[src/rtl/order_queue_retire_if.sv]
// Order-queue / CDB / register-file bundle seen by the in-order retirement controller.
// The master side drives the queue head, CDB and flush; the slave side is the controller.
interface order_queue_retire_if #(
  parameter int TAG_WIDTH  = 5,
  parameter int DATA_WIDTH = 32,
  parameter int REG_ADDR   = 5,
  parameter int CNT_WIDTH  = 16
);
  logic                  oq_valid;
  logic [TAG_WIDTH-1:0]  oq_tag;
  logic                  oq_pop;
  logic                  cdb_valid;
  logic [TAG_WIDTH-1:0]  cdb_tag;
  logic [REG_ADDR-1:0]   cdb_rd;
  logic [DATA_WIDTH-1:0] cdb_data;
  logic                  flush;
  logic                  rf_we;
  logic [REG_ADDR-1:0]   rf_waddr;
  logic [DATA_WIDTH-1:0] rf_wdata;
  logic                  tag_free_valid;
  logic [TAG_WIDTH-1:0]  tag_free_tag;
  logic [CNT_WIDTH-1:0]  retire_count;

  modport master (
    output oq_valid, oq_tag, cdb_valid, cdb_tag, cdb_rd, cdb_data, flush,
    input  oq_pop, rf_we, rf_waddr, rf_wdata, tag_free_valid, tag_free_tag, retire_count
  );

  modport slave (
    input  oq_valid, oq_tag, cdb_valid, cdb_tag, cdb_rd, cdb_data, flush,
    output oq_pop, rf_we, rf_waddr, rf_wdata, tag_free_valid, tag_free_tag, retire_count
  );
endinterface

[src/rtl/order_queue_retire.sv]
// In-order retirement controller: records CDB completions per tag and retires the
// order-queue head (pop, register write, tag free) once its tag has completed.
module order_queue_retire #(
  parameter int TAG_WIDTH  = 5,
  parameter int NUM_TAGS   = 32,
  parameter int DATA_WIDTH = 32,
  parameter int REG_ADDR   = 5,
  parameter int CNT_WIDTH  = 16
) (
  input  logic               clk,
  input  logic               rst,
  order_queue_retire_if.slave bus
);

  typedef enum logic [1:0] {
    WAIT   = 2'd0,
    RETIRE = 2'd1,
    SETTLE = 2'd2
  } state_t;

  localparam logic [31:0] NUM_TAGS_U = 32'(NUM_TAGS);

  state_t                state_r;
  logic [NUM_TAGS-1:0]   done_r;
  logic [REG_ADDR-1:0]   rd_r   [NUM_TAGS];
  logic [DATA_WIDTH-1:0] data_r [NUM_TAGS];
  logic [TAG_WIDTH-1:0]  hold_tag_r;
  logic [REG_ADDR-1:0]   hold_rd_r;
  logic [DATA_WIDTH-1:0] hold_data_r;
  logic [CNT_WIDTH-1:0]  count_r;

  logic                  cdb_hit_s;
  logic                  head_done_s;
  logic                  retiring_s;

  function automatic logic tag_in_range(input logic [TAG_WIDTH-1:0] tag);
    return 32'(tag) < NUM_TAGS_U;
  endfunction

  // Table lookups; the head sees only completions written on earlier edges.
  always_comb begin
    cdb_hit_s   = bus.cdb_valid && tag_in_range(bus.cdb_tag);
    head_done_s = 1'b0;
    if (tag_in_range(bus.oq_tag)) begin
      head_done_s = done_r[bus.oq_tag];
    end else begin
      head_done_s = 1'b0;
    end
    retiring_s  = (state_r == RETIRE);
  end

  // Completion table: the CDB set is written last so it beats a same-tag retire clear.
  always_ff @(posedge clk or posedge rst) begin
    if (rst) begin
      done_r <= '0;
      for (int i = 0; i < NUM_TAGS; i++) begin
        rd_r[i]   <= '0;
        data_r[i] <= '0;
      end
    end else if (bus.flush) begin
      done_r <= '0;
    end else begin
      if (retiring_s) begin
        done_r[hold_tag_r] <= 1'b0;
      end
      if (cdb_hit_s) begin
        done_r[bus.cdb_tag] <= 1'b1;
        rd_r[bus.cdb_tag]   <= bus.cdb_rd;
        data_r[bus.cdb_tag] <= bus.cdb_data;
      end
    end
  end

  // Retirement sequencer with its holding registers and retire counter.
  always_ff @(posedge clk or posedge rst) begin
    if (rst) begin
      state_r     <= WAIT;
      hold_tag_r  <= '0;
      hold_rd_r   <= '0;
      hold_data_r <= '0;
      count_r     <= '0;
    end else if (bus.flush) begin
      state_r <= WAIT;
    end else begin
      case (state_r)
        WAIT: begin
          if (bus.oq_valid && head_done_s) begin
            hold_tag_r  <= bus.oq_tag;
            hold_rd_r   <= rd_r[bus.oq_tag];
            hold_data_r <= data_r[bus.oq_tag];
            state_r     <= RETIRE;
          end
        end
        RETIRE: begin
          count_r <= count_r + CNT_WIDTH'(1);
          state_r <= SETTLE;
        end
        SETTLE:  state_r <= WAIT;
        default: state_r <= WAIT;
      endcase
    end
  end

  // Strobes come straight from state; a flush in RETIRE cancels them in that same cycle.
  always_comb begin
    bus.oq_pop         = retiring_s && !bus.flush;
    bus.rf_we          = retiring_s && !bus.flush;
    bus.tag_free_valid = retiring_s && !bus.flush;
    if (retiring_s) begin
      bus.rf_waddr     = hold_rd_r;
      bus.rf_wdata     = hold_data_r;
      bus.tag_free_tag = hold_tag_r;
    end else begin
      bus.rf_waddr     = '0;
      bus.rf_wdata     = '0;
      bus.tag_free_tag = '0;
    end
    bus.retire_count   = count_r;
  end

endmodule

[src/flat_wrapper.sv]
// flat-port wrapper written by rule: the top's interface ports become plain ports
module order_queue_retire_flat 
#(
  parameter int TAG_WIDTH  = 5,
  parameter int NUM_TAGS   = 32,
  parameter int DATA_WIDTH = 32,
  parameter int REG_ADDR   = 5,
  parameter int CNT_WIDTH  = 16
)
  (clk, rst, bus_oq_valid, bus_oq_tag, bus_cdb_valid, bus_cdb_tag, bus_cdb_rd, bus_cdb_data, bus_flush, bus_oq_pop, bus_rf_we, bus_rf_waddr, bus_rf_wdata, bus_tag_free_valid, bus_tag_free_tag, bus_retire_count);
  order_queue_retire_if #(.TAG_WIDTH(TAG_WIDTH), .DATA_WIDTH(DATA_WIDTH), .REG_ADDR(REG_ADDR), .CNT_WIDTH(CNT_WIDTH)) bus_i ();
  input  logic clk;
  input  logic rst;
  input wire logic [$bits(bus_i.oq_valid)-1:0] bus_oq_valid;
  input wire logic [$bits(bus_i.oq_tag)-1:0] bus_oq_tag;
  input wire logic [$bits(bus_i.cdb_valid)-1:0] bus_cdb_valid;
  input wire logic [$bits(bus_i.cdb_tag)-1:0] bus_cdb_tag;
  input wire logic [$bits(bus_i.cdb_rd)-1:0] bus_cdb_rd;
  input wire logic [$bits(bus_i.cdb_data)-1:0] bus_cdb_data;
  input wire logic [$bits(bus_i.flush)-1:0] bus_flush;
  output wire logic [$bits(bus_i.oq_pop)-1:0] bus_oq_pop;
  output wire logic [$bits(bus_i.rf_we)-1:0] bus_rf_we;
  output wire logic [$bits(bus_i.rf_waddr)-1:0] bus_rf_waddr;
  output wire logic [$bits(bus_i.rf_wdata)-1:0] bus_rf_wdata;
  output wire logic [$bits(bus_i.tag_free_valid)-1:0] bus_tag_free_valid;
  output wire logic [$bits(bus_i.tag_free_tag)-1:0] bus_tag_free_tag;
  output wire logic [$bits(bus_i.retire_count)-1:0] bus_retire_count;
  assign bus_i.oq_valid = bus_oq_valid;
  assign bus_i.oq_tag = bus_oq_tag;
  assign bus_i.cdb_valid = bus_cdb_valid;
  assign bus_i.cdb_tag = bus_cdb_tag;
  assign bus_i.cdb_rd = bus_cdb_rd;
  assign bus_i.cdb_data = bus_cdb_data;
  assign bus_i.flush = bus_flush;
  assign bus_oq_pop = bus_i.oq_pop;
  assign bus_rf_we = bus_i.rf_we;
  assign bus_rf_waddr = bus_i.rf_waddr;
  assign bus_rf_wdata = bus_i.rf_wdata;
  assign bus_tag_free_valid = bus_i.tag_free_valid;
  assign bus_tag_free_tag = bus_i.tag_free_tag;
  assign bus_retire_count = bus_i.retire_count;
  order_queue_retire #(.TAG_WIDTH(TAG_WIDTH), .NUM_TAGS(NUM_TAGS), .DATA_WIDTH(DATA_WIDTH), .REG_ADDR(REG_ADDR), .CNT_WIDTH(CNT_WIDTH)) u_core (.clk(clk), .rst(rst), .bus(bus_i));
endmodule
[config.mk]
export PLATFORM = sky130hd
export DESIGN_NAME = order_queue_retire_flat
export DESIGN_NICKNAME = d
export VERILOG_FILES = /design/src/rtl/order_queue_retire_if.sv /design/src/rtl/order_queue_retire.sv /design/src/flat_wrapper.sv
export SDC_FILE = /design/constraint.sdc
export NUM_CORES = 2
export LEC_CHECK = 0
export CAP_MARGIN = 0
export CORE_MARGIN = 2
export CORE_UTILIZATION = 63
export DETAILED_ROUTE_END_ITERATION = 10
export HOLD_SLACK_MARGIN = 0.06
export PLACE_DENSITY = 0.8
export SLEW_MARGIN = 15
export SYNTH_ARGS = -nofsm -noshare
export SYNTH_HDL_FRONTEND = slang
export SYNTH_SLANG_ARGS = --single-unit
[constraint.sdc]
create_clock -name clk -period 59.1 [get_ports clk]
set_input_delay 11.82 -clock clk [delete_from_list [all_inputs] [get_ports clk]]
set_output_delay 11.82 -clock clk [all_outputs]
set_load 0.02 [all_outputs]
Word-level counts from Yosys, hierarchy flattened
Cells that the tools add are included.
{"block": "word_totals", "ff_bits": 1276, "latch_bits": 0, "mem_bits_rw": 0, "romBits": 0, "input_bits": 52, "out_inout_bits": 61, "wordCells": 125, "n_memories": 0}
{"block": "classes", "n_addsub": 1, "multipliers": 0, "div": 0, "order_cmp": 8, "eq_ne": 2, "shifts": 0, "muxes": 28, "bitwise_logic": 6, "reduce_logical": 10}
{"op": "bitwise mux 1024 bit", "count": 1}
{"op": "two-way mux 32 bit", "count": 8}
{"op": "binary-select mux 32 bit (select 5 bit)", "count": 1}
{"op": "bitwise mux 160 bit", "count": 1}
{"op": "demux 32 bit (select 5 bit)", "count": 1}
{"op": "bitwise AND 32 bit", "count": 1}
{"op": "NOT 32 bit", "count": 1}
{"op": "OR 32 bit", "count": 1}
{"op": "binary-select mux 5 bit (select 5 bit)", "count": 1}
{"op": "demux 5 bit (select 5 bit)", "count": 1}
{"op": "two-way mux 5 bit", "count": 5}
{"op": "less-than comparator 5 x 6 -> 1 bit (second input constant)", "count": 3}
{"op": "adder 16 x 1 -> 16 bit (second input constant)", "count": 1}
{"op": "greater-or-equal comparator 6 bit (second input constant)", "count": 2}
{"op": "NOT 5 -> 6 bit", "count": 2}
{"op": "demux 1 bit (select 5 bit)", "count": 2}
{"op": "greater-or-equal comparator 5 x 1 -> 1 bit (second input constant)", "count": 2}
{"op": "less-than comparator 6 x 1 -> 1 bit (second input constant)", "count": 1}
{"op": "binary-select mux 1 bit (select 5 bit)", "count": 1}
{"op": "logical AND 1 bit", "count": 5}
{"op": "two-way mux 2 bit", "count": 2}
{"op": "one-hot mux 2 bit (2 select lines)", "count": 1}
{"op": "AND reduction 2 bit", "count": 2}
{"op": "two-way mux 1 bit", "count": 3}
{"op": "6 further kinds", "count": 6}

Logic depth before layout (Yosys ltp)
{"block": "depth", "depth_word": 11, "depth_mapped": 9, "mapped_depth_nobuf": 5}

Worst setup path before layout
Ideal clock, no wire load.
{"block": "synth_timing", "kind": "input to output", "from": "input port bus_flush", "to": "output port bus_rf_we", "arrival_time_ns": 12.666, "required_ns": 47.280, "path_slack_ns": 34.614, "cell_stages": 2, "n_path_buf": 1, "path_cell_list": "nor3b_2 > buf_4"}
{"block": "synth_via", "elab_chain_cells": 2}
{"element": "from (decl)", "line": "flat_wrapper.sv:20", "source": "input wire logic [$bits(bus_i.flush)-1:0] bus_flush;"}
{"element": "logical NOT 1 bit", "line": "order_queue_retire.sv:107", "source": "bus.rf_we = retiring_s && !bus.flush;"}
{"element": "logical AND 1 bit", "line": "order_queue_retire.sv:107"}
{"element": "to (decl)", "line": "flat_wrapper.sv:22", "source": "output wire logic [$bits(bus_i.rf_we)-1:0] bus_rf_we;"}
No other way between the ends.

Final worst setup path
{"block": "layout_timing", "from": "input port bus_flush", "to": "output port bus_tag_free_valid"}
{"block": "layout_via", "elab_chain_cells": 2}
{"element": "logical NOT 1 bit", "line": "order_queue_retire.sv:108", "source": "bus.tag_free_valid = retiring_s && !bus.flush;"}
{"element": "logical AND 1 bit", "line": "order_queue_retire.sv:108"}
{"element": "to (decl)", "line": "flat_wrapper.sv:25", "source": "output wire logic [$bits(bus_i.tag_free_valid)-1:0] bus_tag_free_valid;"}
No other way between the ends.

==> run_results.csv <==
group,metric,value,unit
critical_path,critPathCaptureType,"primary output",
critical_path,rr_startpoint,"u_core.state_r[0]",
finish,drive_gt1_share,49.2,%
synthesis,async_flop_share,100,%
drt,postRouteAntennaNets,0,
place,portBuffers,112,
critical_path,startpoint,"bus_flush",
pwr,p_total,0.00219,W
global_route,grt_max_degree,140,
pwr,power_density,34.4,nW/um^2
timing,fmax,39.4,MHz
pwr,p_leak,29.4,nW
clock_tree,cts_tree,"done",
pwr,p_sw,0.000529,W
drt,drtIter0Drc,3390,
synthesis,ys_types,47,
synthesis,yosys_most_used_dff,"dfrtp_1",
timing,finClkSkew,0.0261,ns
pwr,p_sw_share,24.1,%
pwr,ir_worst_vdd,0.0303,mV
clock_tree,cts_setup_buffers,0,
pwr,cellInternalPower,0.00166,W
finish,fin_nets,3654,
timing,final-setup-viol-count,0,
synthesis,ys_ff_latch,1276,
pwr,clockPowerShare,39.4,%
clock_tree,clk_latency,0.76,ns
synthesis,synth_top_area_share,55.5,%
global_route,grt_antenna_before_repair,3,
die,core-area,90300,sq um
drt,num_vias,34000,
global_route,overflow,0,
timing,hold_viol_final,0,
timing,rsz0062_at_grt,"no",
global_route,grt_pass1_wl,231000,um
critical_path,worstReg2RegEnd,"u_core.hold_data_r[30]",
synthesis,synth-seq-area-share,55.5,%
finish,area_delta_synth_final,10.7,%
clock_tree,clk_pin_slew_worst_paths,0.05,ns
clock_tree,cts_root_buffer,"clkbuf_16",
die,ios,113,
critical_path,cp-start-kind,"primary input",
critical_path,critPathArrivalTime,13.58,ns
critical_path,r2r_slack,55.86,ns
die,die_w,306,um
critical_path,cp_max_fo,9,
place,place_congestion,0.821,
clock_tree,htreeDepth,4,
global_route,first_global_vias,36500,
pwr,p_seq_share,48.3,%
flow_run,maxCapViolCount,0,
timing,period_needed,25.40,ns
critical_path,cp.required,47.28,ns
clock_tree,numCtsBuffers,136,
critical_path,worstSetupPathType,"in -> out",
synthesis,synth.area.top_cells,"dfrtp_1, mux2_2, mux4_2",
clock_tree,clockBufferDepth,3,
timing,fin_ws,33.70,ns
synthesis,synth_most_common_cell,"dfrtp_1",
die,die-area,93800,sq um
synthesis,synth.net_count,3680,
synthesis,synth_cells,3627,
timing,setup_tns,0,ns
timing,period_share,43.0,%
pwr,combPwrFrac,12.3,%
critical_path,cp-endpoint,"bus_tag_free_valid",
synthesis,yosys_warnings,0,
synthesis,netlist_area,57600,sq um
drt,wl,152000,um
clock_tree,cts_hold_buffers,0,
drt,wl_per_cell,31.2,um
drt,routed_via_density,6.96,
die,die_h,306,um
outcome,status,"finished, final reports clean",
die,start_util,63.8,%
synthesis,avgSynthCellArea,15.9,sq um
clock_tree,cts.sinks,1276,
hold_path,hold_path_class,"reg -> reg",
drt,drt_drc_violations_left,0,
synthesis,synth-edff-count,0,
timing,slew_headroom,19.0,%
die,rows,110,
synthesis,yosys.area.top_type,"dfrtp_1",
global_route,grt_use_total,33.3,%
critical_path,rr_worst_depth,5,
timing,slew_viol_final,0,
clock_tree,post_cts_resized,0,
synthesis,synth_common_cells,"dfrtp_1, mux2_2, mux4_2, clkbuf_1, buf_2",
place,place_ws,33.70,ns
drt,dr.pass1.iters,6,
timing,worst_slew_pin_slew,1.21,ns
place,dp_hpwl,78900,um
==> per-stage QoR <==
stage	cells	instance area, sq um	util [%]	hold slack, ns
4_1_cts	4881	63700	70.5	0.478
2_1_floorplan	3627	57600	-	0.453
3_3_place_gp	4638	59100	65.5	0.463
3_5_place_dp	4638	59100	65.5	0.468
5_1_grt	4883	63700	70.6	0.503
6_report	4884	63700	70.6	0.473
==> cells in the final DEF (no fill, tap or decap), drive strengths merged, types with 6 or more instances in the layout <==
cell type,Yosys,routed
o211ai,15,15
mux2,1226,1226
a32o,16,16
clkdlybuf4s50,0,109
nor2b,7,7
and2,43,43
clkinv,0,23
inv,5,12
nand2,44,44
o22ai,74,74
mux2i,13,13
buf,155,69
o31ai,37,37
nand3,10,10
mux4,299,299
xnor2,10,10
nor2,29,29
bufinv,0,9
clkbuf,187,199
nand2b,6,6
o21ai,53,53
nor3,6,6
nor3b,8,8
a22o,74,74
dfrtp,1276,1276
==> state kept, by name (all words and copies together) (netlist names) <==
signal / count
u_core.hold_rd_r: 5
u_core.state_r: 2
u_core.done_r: 32
u_core.hold_tag_r: 5
u_core.bus.retire_count: 16
u_core.hold_data_r: 32
u_core.rd_r: 160
u_core.data_r: 1024
==> layout make-up <==
type	count	area (sq um)
Sequential cell	1276	31900
Fill cell	5616	26600
Multi-Input combinational cell	2004	24100
Clock buffer	199	4040
Timing Repair Buffer	178	1660
Tap cell	1176	1470
Clock inverter	44	513
Inverter	5	26.3
Antenna cell	2	5.00
==> logic make-up after synthesis <==
family	after synthesis	share of synthesized area (%)
compound gates	277	3.46
xor+xnor	15	0.228
fa+ha+maj	1	0.0217
buf+inv	347	2.97
flops	1276	55.5
mux	1538	36.1
simple gates	173	1.71
==> how the worst min path moves through the flow <==
stage | depth (start not counted) | slack (ns) | end | start
after global placement | 1 | 0.46 | u_core.data_r[630] | u_core.data_r[630]
after global routing | 1 | 0.50 | u_core.data_r[614] | u_core.data_r[614]
after floorplan | 1 | 0.45 | u_core.data_r[82] | u_core.data_r[82]
after detailed placement | 1 | 0.47 | u_core.bus.retire_count[15] | u_core.bus.retire_count[15]
after CTS | 1 | 0.48 | u_core.bus.retire_count[15] | u_core.bus.retire_count[15]
final | 1 | 0.47 | u_core.bus.retire_count[15] | u_core.bus.retire_count[15]
==> critical path, stage by stage <==
cell and delay (ns):
clkdlybuf4s50_1 0.51, nor3b_2 0.54, clkdlybuf4s50_1 0.71
==> power by group through the flow <==
stage                     sequential (W)  combinational, W  clock, W
after floorplan                  0.00105          0.000220         0
after global placement           0.00105          0.000255         0
after detailed placement         0.00107          0.000270         0
after CTS                        0.00105          0.000272  0.000873
after global routing             0.00107          0.000291  0.000912
final                            0.00106          0.000271  0.000864
==> per-layer routing <==
layer	GRT usage (%)	vias to the layer above	wire, um	share of wire, %
met3	6.92	390	12400	8.1
li1	-	13500	-	-
met2	51.8	1584	71900	47
met5	0	-	13	0.0085
met1	46.6	18500	61800	41
met4	13.8	2	6120	4.0
Power figures use the tool's default switching activity.
